==> config.mk <==
export PLATFORM = sky130hd
export DESIGN_NAME = dual_rail_capture
export DESIGN_NICKNAME = d
export VERILOG_FILES = /design/src/rtl/dual_rail_pkg.sv /design/src/rtl/dual_rail_decode.sv /design/src/rtl/dual_rail_capture.sv
export SDC_FILE = /design/constraint.sdc
export NUM_CORES = 1
export LEC_CHECK = 0
export ABC_AREA = 1
export CAP_MARGIN = 20
export CORE_MARGIN = 5
export CORE_UTILIZATION = 48
export CTS_BUF_LIST = sky130_fd_sc_hd__clkbuf_16
export CTS_CLUSTER_SIZE = 12
export DETAILED_ROUTE_END_ITERATION = 16
export HOLD_SLACK_MARGIN = 0.1
export PLACE_DENSITY = 0.86
export SLEW_MARGIN = 5
export SYNTH_ARGS = -nofsm -noshare
export SYNTH_HDL_FRONTEND = slang
export SYNTH_SLANG_ARGS = --single-unit
==> constraint.sdc <==
create_clock -name clk -period 1.62 [get_ports clk]
set_input_delay 0.324 -clock clk [delete_from_list [all_inputs] [get_ports clk]]
set_output_delay 0.324 -clock clk [all_outputs]
set_load 0.1 [all_outputs]
==> src/rtl/dual_rail_pkg.sv <==
// ---------------------------------------------------------------------------
// dual_rail_pkg
// Shared types and constants for the dual-rail capture block.
//   capture_entry_t : one buffer entry, {ok, data_bit}
//   state_t         : capture controller states
//   CODE_*          : the four possible dual-rail code words
// ---------------------------------------------------------------------------
package dual_rail_pkg;

  // "bit" is a reserved word in SystemVerilog, so the value field is named
  // data_bit; the packed layout is still {ok, bit}.
  typedef struct packed {
    logic ok;
    logic data_bit;
  } capture_entry_t;

  typedef enum logic [1:0] {
    ST_IDLE    = 2'd0,
    ST_CAPTURE = 2'd1,
    ST_DONE    = 2'd2
  } state_t;

  localparam logic [1:0] CODE_NULL    = 2'b00;
  localparam logic [1:0] CODE_ZERO    = 2'b01;
  localparam logic [1:0] CODE_ONE     = 2'b10;
  localparam logic [1:0] CODE_ILLEGAL = 2'b11;

  // Builds the stored form of a decoded code. Illegal codes store {0,0}, so
  // the value bit is forced low whenever ok is low.
  function automatic capture_entry_t make_entry(input logic ok, input logic b);
    capture_entry_t e;
    e.ok       = ok;
    e.data_bit = ok & b;
    return e;
  endfunction

endpackage

==> src/rtl/dual_rail_decode.sv <==
// ---------------------------------------------------------------------------
// dual_rail_decode
// Purely combinational classifier for one dual-rail code word {a, ~a}.
// Ports:
//   code     in  2  code word from the writer side
//   code_bit out 1  decoded value (0 unless the code is a valid data word)
//   ok       out 1  code is a valid data word (01 or 10)
//   is_null  out 1  code is the spacer 00
//   illegal  out 1  code is the forbidden 11
// ---------------------------------------------------------------------------
module dual_rail_decode
  import dual_rail_pkg::*;
(
  input  logic [1:0] code,
  output logic       code_bit,
  output logic       ok,
  output logic       is_null,
  output logic       illegal
);

  // Exactly one of ok / is_null / illegal is high for every code word.
  always_comb begin
    code_bit = 1'b0;
    ok       = 1'b0;
    is_null  = 1'b0;
    illegal  = 1'b0;
    unique case (code)
      CODE_ONE: begin
        code_bit = 1'b1;
        ok       = 1'b1;
      end
      CODE_ZERO:    ok      = 1'b1;
      CODE_NULL:    is_null = 1'b1;
      CODE_ILLEGAL: illegal = 1'b1;
      default:      illegal = 1'b1;
    endcase
  end

endmodule

==> src/rtl/dual_rail_capture.sv <==
// ---------------------------------------------------------------------------
// dual_rail_capture
// Captures a stream of dual-rail codes into a NUM_CYCLES-entry buffer and
// offers a registered read port that works in every state.
// Ports:
//   clk        in   1    rising-edge clock
//   rst        in   1    synchronous active-high reset
//   start      in   1    arms a capture (accepted in IDLE or DONE)
//   code_valid in   1    code_in is presented this cycle
//   code_in    in   2    dual-rail code {a, ~a}
//   rd_en      in   1    read request
//   rd_addr    in   AW   entry to read
//   rd_valid   out  1    rd_data is valid (rd_en delayed one cycle)
//   rd_data    out  2    entry read, {ok, bit}; 00 for out-of-range addresses
//   busy       out  1    capture in progress
//   done       out  1    buffer filled
//   count      out  CW   entries written since the last start
//   err        out  1    sticky illegal-code flag
//   err_count  out  4    illegal codes seen, saturating at 15
// ---------------------------------------------------------------------------
module dual_rail_capture
  import dual_rail_pkg::*;
#(
  parameter int NUM_CYCLES = 10
) (
  input  logic                            clk,
  input  logic                            rst,
  input  logic                            start,
  input  logic                            code_valid,
  input  logic [1:0]                      code_in,
  input  logic                            rd_en,
  input  logic [$clog2(NUM_CYCLES)-1:0]   rd_addr,
  output logic                            rd_valid,
  output logic [1:0]                      rd_data,
  output logic                            busy,
  output logic                            done,
  output logic [$clog2(NUM_CYCLES+1)-1:0] count,
  output logic                            err,
  output logic [3:0]                      err_count
);

  localparam int AW = $clog2(NUM_CYCLES);
  localparam int CW = $clog2(NUM_CYCLES + 1);

  state_t         state;
  capture_entry_t mem [NUM_CYCLES];

  logic           dec_bit;
  logic           dec_ok;
  logic           dec_null;
  logic           dec_illegal;

  logic           start_accept;
  logic           capture_we;
  logic           last_entry;
  logic           rd_in_range;
  logic [AW-1:0]  wr_idx;
  capture_entry_t new_entry;

  dual_rail_decode u_decode (
    .code     (code_in),
    .code_bit (dec_bit),
    .ok       (dec_ok),
    .is_null  (dec_null),
    .illegal  (dec_illegal)
  );

  // Start is ignored while capturing. An accepted start takes the whole
  // cycle, so a code presented alongside it is dropped.
  // count never reaches NUM_CYCLES while in CAPTURE, so its low AW bits
  // address the buffer directly.
  always_comb begin
    start_accept = start && (state != ST_CAPTURE);
    capture_we   = (state == ST_CAPTURE) && code_valid && !dec_null && !start_accept;
    last_entry   = (count == CW'(NUM_CYCLES - 1));
    wr_idx       = count[AW-1:0];
    new_entry    = make_entry(dec_ok, dec_bit);
    rd_in_range  = (32'(rd_addr) < NUM_CYCLES);
  end

  // Reset wipes the buffer as well as the control state, so an aborted
  // capture leaves nothing behind. Reads sample the buffer before this
  // cycle's write lands, giving pre-write data on a same-cycle collision.
  always_ff @(posedge clk) begin
    if (rst) begin
      state     <= ST_IDLE;
      count     <= '0;
      err       <= 1'b0;
      err_count <= '0;
      rd_valid  <= 1'b0;
      rd_data   <= '0;
      for (int i = 0; i < NUM_CYCLES; i++) begin
        mem[i] <= '0;
      end
    end else begin
      rd_valid <= rd_en;
      if (rd_en) begin
        rd_data <= rd_in_range ? mem[rd_addr] : 2'b00;
      end

      if (start_accept) begin
        state     <= ST_CAPTURE;
        count     <= '0;
        err       <= 1'b0;
        err_count <= '0;
      end else if (capture_we) begin
        mem[wr_idx] <= new_entry;
        count       <= count + 1'b1;
        if (last_entry) begin
          state <= ST_DONE;
        end
        if (dec_illegal) begin
          err <= 1'b1;
          if (err_count != 4'hF) begin
            err_count <= err_count + 4'd1;
          end
        end
      end
    end
  end

  // Decodes of the state register; the encoding keeps them mutually exclusive.
  assign busy = (state == ST_CAPTURE);
  assign done = (state == ST_DONE);

endmodule

==> flow_summary.ini, run 1 <==
[global_route]
grt_util_met1_pct = 18.9
grtUsageTotal_pct = 16.8
grt.busiest_layer = met2
overflow = 0
grt_max_degree = 13
grt_util_met3_pct = 4.35
antenna_found_initial = 0
grt_pass1_vias = 1561
grt_pass1_wl_um = 6750
use_met2_pct = 28.9

[critical_path]
r2r_end = mem[9][0]$_DFFE_PP_
critPathMaxFanout = 4
arrival_ns = 1.56
startpoint_type = primary input
r2r_setup_slack_ns = 0.09
cp.required_ns = 1.62
reg2reg_from = count[0]$_SDFFE_PP0P_
crit_type = primary input to register
path_cells = clkdlybuf4s15_2, inv_1, ha_2, nor2_4, nand2_8, clkinv_8, nand2_8, nor3_4, nand2_2, nand2_2
max_stage_delay_ns = 0.25
cpMaxStageDelayCell = nor3_4
endpoint_kind = register
r2r_cells = 4

[floorplan]
ioPinCount = 25
coreArea_mm2 = 0.00366
fp.dieH_um = 71.4
die_x_um = 71.4
dieArea_mm2 = 0.00509
num_rows = 22
start_util_pct = 49.4

[drt]
vias = 1497
firstDrtPassIters = 4
drt_iter0_markers = 57
ant_nets = 0
avgRoutedWirePerCell_um = 12.8
wirelength_um = 3980
routed_via_density = 4.81
drc = 0

[place]
globalplace.congestion = 0.789
dp_cells = 302
io_buffers = 24
preCtsSetupSlack_ns = -0.547
dp.final_hpwl_um = 2880

[power]
pwr_density_cell_mw_per_mm2 = 843
peakVddDrop_v = 0.000508
p_leak_nw = 1.07
power_mw = 2.15

[synth]
synth_area_mm2 = 0.00181
synth_edf_count = 20
ys_types = 27
synth_nets = 236
netlist_instances = 219
async_reset_ff_share_pct = 0
ys_seq_area_share_pct = 48.8
ys.flop_type = edfxtp_1
ys_ff_latch = 34
ys_warn_count = 0
avgSynthCellArea_um2 = 8.25

[sta]
tightest_slew_ns = 0.459
fin_crit_sh_pct = 96.4
report.final.slew_viol_count = 0
grt_setup_unrepaired = yes
max_slew_margin_pct = 69.1
fin_ws_ns = 0.0583
setup_viol = 0
layout_min_cycle_time_ns = 1.56
fmax_mhz = 640
skew_ns = 0.00428
hold_violations = 0

[clock_network]
h-tree-depth = 2
clk_pin_slew_ns = 0.05
clockRootBuffer = clkbuf_16
cts_tree = done
cts_buffers = 5
clk_path_buf_depth = 2
clkSinkCount = 34
insertion_delay_ns = 0.28

[run]
drv_cap = 0

[worst_hold_path]
hp-start = rst
min_path_cells = 3
hold_path_end = rd_valid$_SDFF_PP0_
worst_hold_path_type = primary input to register

[cells_and_area]
diodes = 0
drive_above_1_share_pct = 29.3
nNetsFinal = 279
fin_cells = 311
post-route-util_pct = 69.8
syn_to_final_growth_pct = 41.3

[outcome]
status = complete, no violations
flip-flops by register name, summed over array words and instances (netlist names):
name / cells
mem: 20
count: 4
err_count: 4
rd_data: 2
state: 2
err: 1
rd_valid: 1
where the power goes:
part / internal (mW) / switching [mW] / total, mW / leakage, nW
sequential: 0.942 / 0.0184 / 0.960 / 0.325
clock: 0.554 / 0.335 / 0.889 / 0.0724
combinational: 0.116 / 0.187 / 0.303 / 0.674
total: 1.61 / 0.541 / 2.15 / 1.07
logic make-up after synthesis:
kind of cell	share of synthesized area, %
and+or+nand+nor	30.7
DFF	48.8
buffers and inverters	9.14
adders and majority gates	4.16
xor gates and xnor gates	0.485
AOI/OAI and AO/OA	6.79
through the flow:
stage	cell area, um2	setup TNS [ns]	hold WS (ns)
after floorplan	1830	0	0.396
after global routing	2550	-0.0421	0.484
after global placement	2360	-19.75	0.457
final	2550	0	0.441
after CTS	2530	0	0.496
after detailed placement	2360	-21.77	0.464
synthesized netlist by cell type (2+ instances only):
cell	instances	area share [%]
nor3_4	3	2.7
ha_1	6	4.2
nor2_4	2	1.2
or2_2	2	0.69
o21ai_0	9	2.5
clkinv_1	2	0.42
nand2_2	3	1.0
nor2_2	2	0.69
a21oi_1	14	3.9
clkbuf_1	2	0.42
nor2_1	33	6.9
nand3_1	14	3.9
nor3_1	2	0.55
nand2_1	47	9.8
edfxtp_1	20	33
inv_1	34	7.1
dfxtp_1	14	16
how the worst max path moves through the flow:
stage               depth (start not counted)                      end  slack [ns]             startpoint
global placement                           10  mem[3][0]$_SDFFCE_PN0P_       -0.51             code_in[0]
detailed placement                         10  mem[6][0]$_SDFFCE_PN0P_       -0.55             code_in[1]
floorplan                                   4  mem[5][0]$_SDFFCE_PN0P_      0.0006  count[2]$_SDFFE_PP0P_
global route                               11  mem[4][1]$_SDFFCE_PN0P_       -0.02             code_in[0]
CTS                                        10  mem[5][0]$_SDFFCE_PN0P_        0.01             code_in[0]
finish                                     10  mem[4][0]$_SDFFCE_PN0P_        0.06             code_in[0]
layout by cell type, fill, tap and decap left out, types with 3 or more instances in the layout:
| master | count |
|---|---|
| nand2_1 | 38 |
| inv_1 | 34 |
| nor2_1 | 31 |
| edfxtp_1 | 20 |
| buf_4 | 15 |
| nand3_1 | 14 |
| buf_12 | 14 |
| a21oi_1 | 13 |
| nand2_2 | 12 |
| o21ai_0 | 9 |
| dfxtp_2 | 7 |
| dfxtp_1 | 6 |
| clkdlybuf4s50_1 | 6 |
| ha_1 | 5 |
| clkbuf_16 | 5 |
| nor2_4 | 3 |
| nor3_4 | 3 |
| nor2_2 | 3 |
| clkinv_1 | 3 |
layout make-up:
| type | count | area (um2) |
|---|---|---|
| Tap cell | 48 | 60.1 |
| Clock buffer | 5 | 125 |
| Inverter | 39 | 164 |
| Multi-Input combinational cell | 143 | 808 |
| Timing Repair Buffer | 39 | 490 |
| Clock inverter | 3 | 12.5 |
| Sequential cell | 34 | 893 |
| Fill cell | 269 | 1110 |
what timing repair did:
action / CTS / global route
gates resized for setup: 18 / 7
setup buffers: 1 / 0
endpoints found under the setup margin: 44 / 19
hold buffers: 0 / 0
pin swaps: 5 / 4
endpoints found under the hold margin: 0 / 0
layer usage:
metal | share of wire [%] | up-vias
met3 | 4.3 | 9
met1 | 41 | 682
met5 | 0 | -
met2 | 52 | 32
li1 | - | 774
met4 | 2.5 | 0
worst max-delay path: cells and delay by family:
kind | cells | cell delay (ns)
buffers and inverters | 3 | 0.29
adder cells (fa/ha/maj) | 1 | 0.18
AND/OR/NAND/NOR | 6 | 0.77
No activity file was read; power rests on OpenSTA's default activity.
==> run 2, diff against run 1 <==
--- a/config.mk
+++ b/config.mk
@@ -17,4 +17,5 @@
 export SLEW_MARGIN = 5
 export SYNTH_ARGS = -nofsm -noshare
 export SYNTH_HDL_FRONTEND = slang
+export SYNTH_HIERARCHICAL = 1
 export SYNTH_SLANG_ARGS = --single-unit
==> run 2 against run 1 <==
- power rose by 1.5%
- area after synthesis up 0.48%
- clock power shrank 0.6%
- hold slack gained 0.067 ns
- via count rose by 11%
- largest power group unchanged
- highest routed layer unchanged
- maximum frequency about the same
- register-to-register slack got worse by 0.03 ns
- routed wire length increased by 13%
- design area increased by 8.1%
==> flow_summary.ini, run 2 <==
[power]
pwr-share-clk_pct = 40.4
pwr-share-comb_pct = 15.7
pwr_density_cell_mw_per_mm2 = 791
swShare_pct = 25.2
net-switching-power_mw = 0.551
power.internal_mw = 1.63
power_frac_seq_pct = 43.8
p_leak_nw = 1.23
peakVddDrop_v = 0.000628

[critical_path]
path_cells = inv_2, nand2_2, nor2_8, buf_12, nand2_4, buf_12, nor2_8, inv_8, nor3_2
max_stage_delay_ns = 0.33
cpMaxStageDelayCell = dfxtp_1
crit_type = register to register
startpoint_type = register
endpoint_kind = register
arrival_ns = 1.68
critPathMaxFanout = 7
cp.required_ns = 1.74

[cells_and_area]
syn_to_final_growth_pct = 52.1
drive_above_1_share_pct = 34.9
fillers = 220
top_register = mem
diodes = 0
mostFrequentLayoutCell = nand2_1
multiInputGateArea_um2 = 863
nNetsFinal = 297
post-route-util_pct = 75.4
layout_common_cells = nand2_1, inv_1, buf_4, nor2_1, edfxtp_1
largest_register_ffs = 20
fin_area_mm2 = 0.00276
seq_area_um2 = 897
reg.largest.list = mem x20, count x4, err_count x4

[clock_network]
cts_tree = done
cts_buffers = 5
insertion_delay_ns = 0.28
clk_pin_slew_ns = 0.05
h-tree-depth = 2
clockRootBuffer = clkbuf_16
clk_path_buf_depth = 2
clkSinkCount = 34

[synth]
ys_seq_area_share_pct = 48.5
yosysMostFrequentCell = nand2_1
synth_common_cells = nand2_1, inv_1, nor2_1, nand3_1, edfxtp_1
ys_warn_count = 6
ys.flop_type = edfxtp_1
ys_ff_latch = 34
netlist_instances = 224
synth_nets = 241
synth_area_mm2 = 0.00182
synth_area_leaders = edfxtp_1, dfxtp_1, nand2_1
synth_top_area_share_pct = 33.1
ys_types = 24
synth_edf_count = 20
avgSynthCellArea_um2 = 8.10
synth_top_cell_by_area = edfxtp_1
async_reset_ff_share_pct = 0

[global_route]
grt_pass1_vias = 1592
overflow = 0
grt_max_degree = 13
antenna_found_initial = 0
grtUsageTotal_pct = 18.6
grt_pass1_wl_um = 7420

[floorplan]
dieArea_mm2 = 0.00511
coreArea_mm2 = 0.00366
num_rows = 22
die_x_um = 71.5
ioPinCount = 25
fp.dieH_um = 71.5
start_util_pct = 49.6

[sta]
setup_viol = 0
hold_violations = 0
tightest_slew_ns = 0.342
max_slew_margin_pct = 77.0
skew_ns = 0.00452
layout_min_cycle_time_ns = 1.56
fin_crit_sh_pct = 96.4
fin_ws_ns = 0.0589
fmax_mhz = 641
report.final.slew_viol_count = 0
tns_ns = 0
holdWs_ns = 0.508

[outcome]
status = complete, no violations

[worst_hold_path]
worst_hold_path_type = register to register

[place]
globalplace.congestion = 0.781
dpl_cell_area_mm2 = 0.00244
io_buffers = 24
preCtsSetupSlack_ns = -0.576
dp.final_hpwl_um = 2900

[drt]
drc = 0
drt_iter0_markers = 76
wirelength_um = 4490
vias = 1659
avgRoutedWirePerCell_um = 13.6
routed_via_density = 5.04
ant_nets = 0
firstDrtPassIters = 4

[run]
drv_cap = 0
-- run 2: power groups by stage --
stage / logic [mW] / registers, mW / clock network (mW)
6_report: 0.344 / 0.958 / 0.884
5_1_grt: 0.367 / 0.960 / 0.949
4_1_cts: 0.322 / 0.957 / 0.884
2_1_floorplan: 0.133 / 1.02 / 0
3_3_place_gp: 0.303 / 0.972 / 0
3_5_place_dp: 0.308 / 0.974 / 0
-- run 2: final cells by class --
cell class	count	area share [%]
clock buffer	5	4.53
clock inverter	3	0.453
inverter	40	5.80
multi-input combinational	146	31.3
sequential	34	32.5
tap	48	2.17
timing repair buffer	52	23.1
timing repair inverter	1	0.227
-- run 2: repair_timing --
action                     CTS  global route
buffers inserted             3             5
gates resized for setup     23            20
gates cloned                 1             0
hold buffers                 0             0
pin swaps                    7             6
setup endpoints to repair   47            42
-- run 2: metrics by stage --
stage | std cells | total power [mW]
6_report | 329 | 2.19
5_1_grt | 329 | 2.28
4_1_cts | 324 | 2.16
3_5_place_dp | 312 | 1.28
3_3_place_gp | 312 | 1.28
2_1_floorplan | 224 | 1.15
-- run 2: worst paths after layout --
path	from	to	slack [ns]	depth (start not counted)
worst max-delay path	state[1]$_SDFFE_PP0P_	mem[7][0]$_SDFFCE_PN0P_	0.06	9
worst min-delay path	err_count[1]$_SDFFE_PP0P_	err_count[1]$_SDFFE_PP0P_	0.51	2
worst max register to register	state[1]$_SDFFE_PP0P_	mem[7][0]$_SDFFCE_PN0P_	0.06	9
worst min register to register	err_count[1]$_SDFFE_PP0P_	err_count[1]$_SDFFE_PP0P_	0.51	2
-- run 2: cell families after synthesis --
kind of cell    after synthesis  share of synthesized area (%)
simple gates                116                           30.9
buf+inv                      44                           9.51
flops                        34                           48.5
compound gates               23                           6.48
fa+ha+maj                     6                           4.13
xor+xnor                      1                          0.483
-- run 2: critical path, delay by kind of cell (launching register included) --
family / cells / cell delay, ns
and+or+nand+nor: 5 / 0.64
buffers and inverters: 4 / 0.42
DFF: 1 / 0.33
-- run 2: per-layer routing --
metal	track usage (%)	up-vias	share of wire, %
met4	6.89	0	2.9
li1	-	834	-
met5	0	-	0
met1	20.8	753	38
met2	34.0	57	54
met3	4.63	15	5.2
==> run 3, diff against run 2 <==
--- a/config.mk
+++ b/config.mk
@@ -12,6 +12,7 @@
 export CTS_BUF_LIST = sky130_fd_sc_hd__clkbuf_16
 export CTS_CLUSTER_SIZE = 12
 export DETAILED_ROUTE_END_ITERATION = 16
+export GPL_TIMING_DRIVEN = 0
 export HOLD_SLACK_MARGIN = 0.1
 export PLACE_DENSITY = 0.86
 export SLEW_MARGIN = 5
==> run 3 against run 2 <==
- power fell by 2.9%
- sequential share of layout area up 4.5 points
- utilization fell by 9.3 points
- via count is 7.5% lower
- largest cell class unchanged
- critical path depth fell by 8
- global-route usage decreased by 1.6 points
- sequential power is 0.5% lower
- routed wire length decreased by 12%
- first-iteration DRC count fell by 25%
==> flow_summary.ini, run 3 (synthesis gave the netlist of run 2 again) <==
[cells_and_area]
diodes = 0
largest_register_ffs = 20
top_register = mem
drive_above_1_share_pct = 30.8
reg.largest.list = mem x20, count x4, err_count x4
syn_to_final_growth_pct = 33.4
fillers = 303
fin_area_mm2 = 0.00242
mostFrequentLayoutCell = nand2_1
nNetsFinal = 279
layout_common_cells = nand2_1, inv_1, nor2_1, edfxtp_1, nand3_1

[run]
drv_cap = 0

[sta]
holdWs_ns = 0.361
hold_violations = 0
tightest_slew_ns = 0.548
report.final.slew_viol_count = 0
max_slew_margin_pct = 63.6
skew_ns = 0.00692
layout_min_cycle_time_ns = 1.56
fin_crit_sh_pct = 96.6
setup_viol = 0
fmax_mhz = 639

[drt]
vias = 1534
wirelength_um = 3960
ant_nets = 0
routed_via_density = 4.93
drc = 0
drt_iter0_markers = 57
avgRoutedWirePerCell_um = 12.7
firstDrtPassIters = 4

[floorplan]
start_util_pct = 49.6
num_rows = 22
coreArea_mm2 = 0.00366
fp.dieH_um = 71.5
dieArea_mm2 = 0.00511
ioPinCount = 25
die_x_um = 71.5

[critical_path]
endpoint_kind = output port
cp_top_family = buffers and inverters
path_buf_inv = 1
reg2reg_from = state[0]$_SDFFE_PP0P_
cp.required_ns = 1.30
path_cells = clkdlybuf4s15_2
critPathMaxFanout = 6
cpMaxStageDelayCell = clkdlybuf4s15_2
crit_type = register to output port
arrival_ns = 1.24
max_stage_delay_ns = 0.58
startpoint = count[2]$_SDFFE_PP0P_
startpoint_type = register

[clock_network]
clk_path_buf_depth = 2
clockRootBuffer = clkbuf_16
insertion_delay_ns = 0.28
clk_pin_slew_ns = 0.05
h-tree-depth = 2
clkSinkCount = 34
cts_tree = done
cts_buffers = 5

[place]
globalplace.congestion = 0.785
dpl_cell_area_mm2 = 0.00214
io_buffers = 23
dp.final_hpwl_um = 2690

[global_route]
overflow = 0
grt_max_degree = 12
grtUsageTotal_pct = 17.0
antenna_found_initial = 0
grt_pass1_wl_um = 6710
grt_pass1_vias = 1514

[power]
peakVddDrop_v = 0.000521
pwr_density_cell_mw_per_mm2 = 877
p_leak_nw = 1.06
power_mw = 2.12

[worst_hold_path]
hp-start = rst
worst_hold_path_type = primary input to register

[outcome]
status = complete, no violations
==> run 3: final cells by class <==
type                    instances  area (um2)  area share, %
clock buffers                   5         125           5.17
plain buffers                   4        23.8          0.982
clock inverters                 3        13.8          0.568
multi-input cells             146         857           35.4
repair buffers                 31         290           12.0
flip-flops and latches         34         896           37.0
inverters                      40         155           6.41
well taps                      48        60.1           2.48
==> run 3: worst paths after layout <==
kind                                   to  slack, ns  cells past startpoint
setup / recovery                 count[2]       0.06                      1
hold / removal        rd_valid$_SDFF_PP0_       0.36                      2
setup reg to reg  mem[4][0]$_SDFFCE_PN0P_       0.10                      6
hold reg to reg          err$_SDFFE_PP0P_       0.47                      1
==> run 3: what timing repair did <==
item | CTS | global route
setup buffers | 6 | 2
endpoints found under the setup margin | 58 | 40
cloned | 0 | 0
hold buffers | 0 | 0
hold endpoints to repair | 0 | 0
gates resized for setup | 64 | 25
pin swaps | 6 | 6
==> run 3: per-layer routing <==
metal	track usage [%]	up-vias	wire [um]
li1	-	789	-
met1	18.9	703	1620
met2	29.2	31	2040
met3	5.33	11	189
met4	8.77	0	102
met5	0	-	0
==> run 3: per-stage QoR <==
stage                     setup TNS (ns)  util (%)  std cells  setup slack (ns)
after floorplan                        0         -        224           0.00166
after global placement            -27.36      58.4        295            -0.642
after detailed placement          -29.90      58.4        295            -0.709
after CTS                              0      64.6        309            0.0139
after global routing             -0.0498      66.1        311           -0.0115
final                                  0      66.1        311            0.0558
==> run 3: power breakdown <==
part	total [mW]	internal, mW	switching [mW]
registers	0.953	0.939	0.0138
clock network	0.899	0.557	0.342
logic	0.271	0.0819	0.189
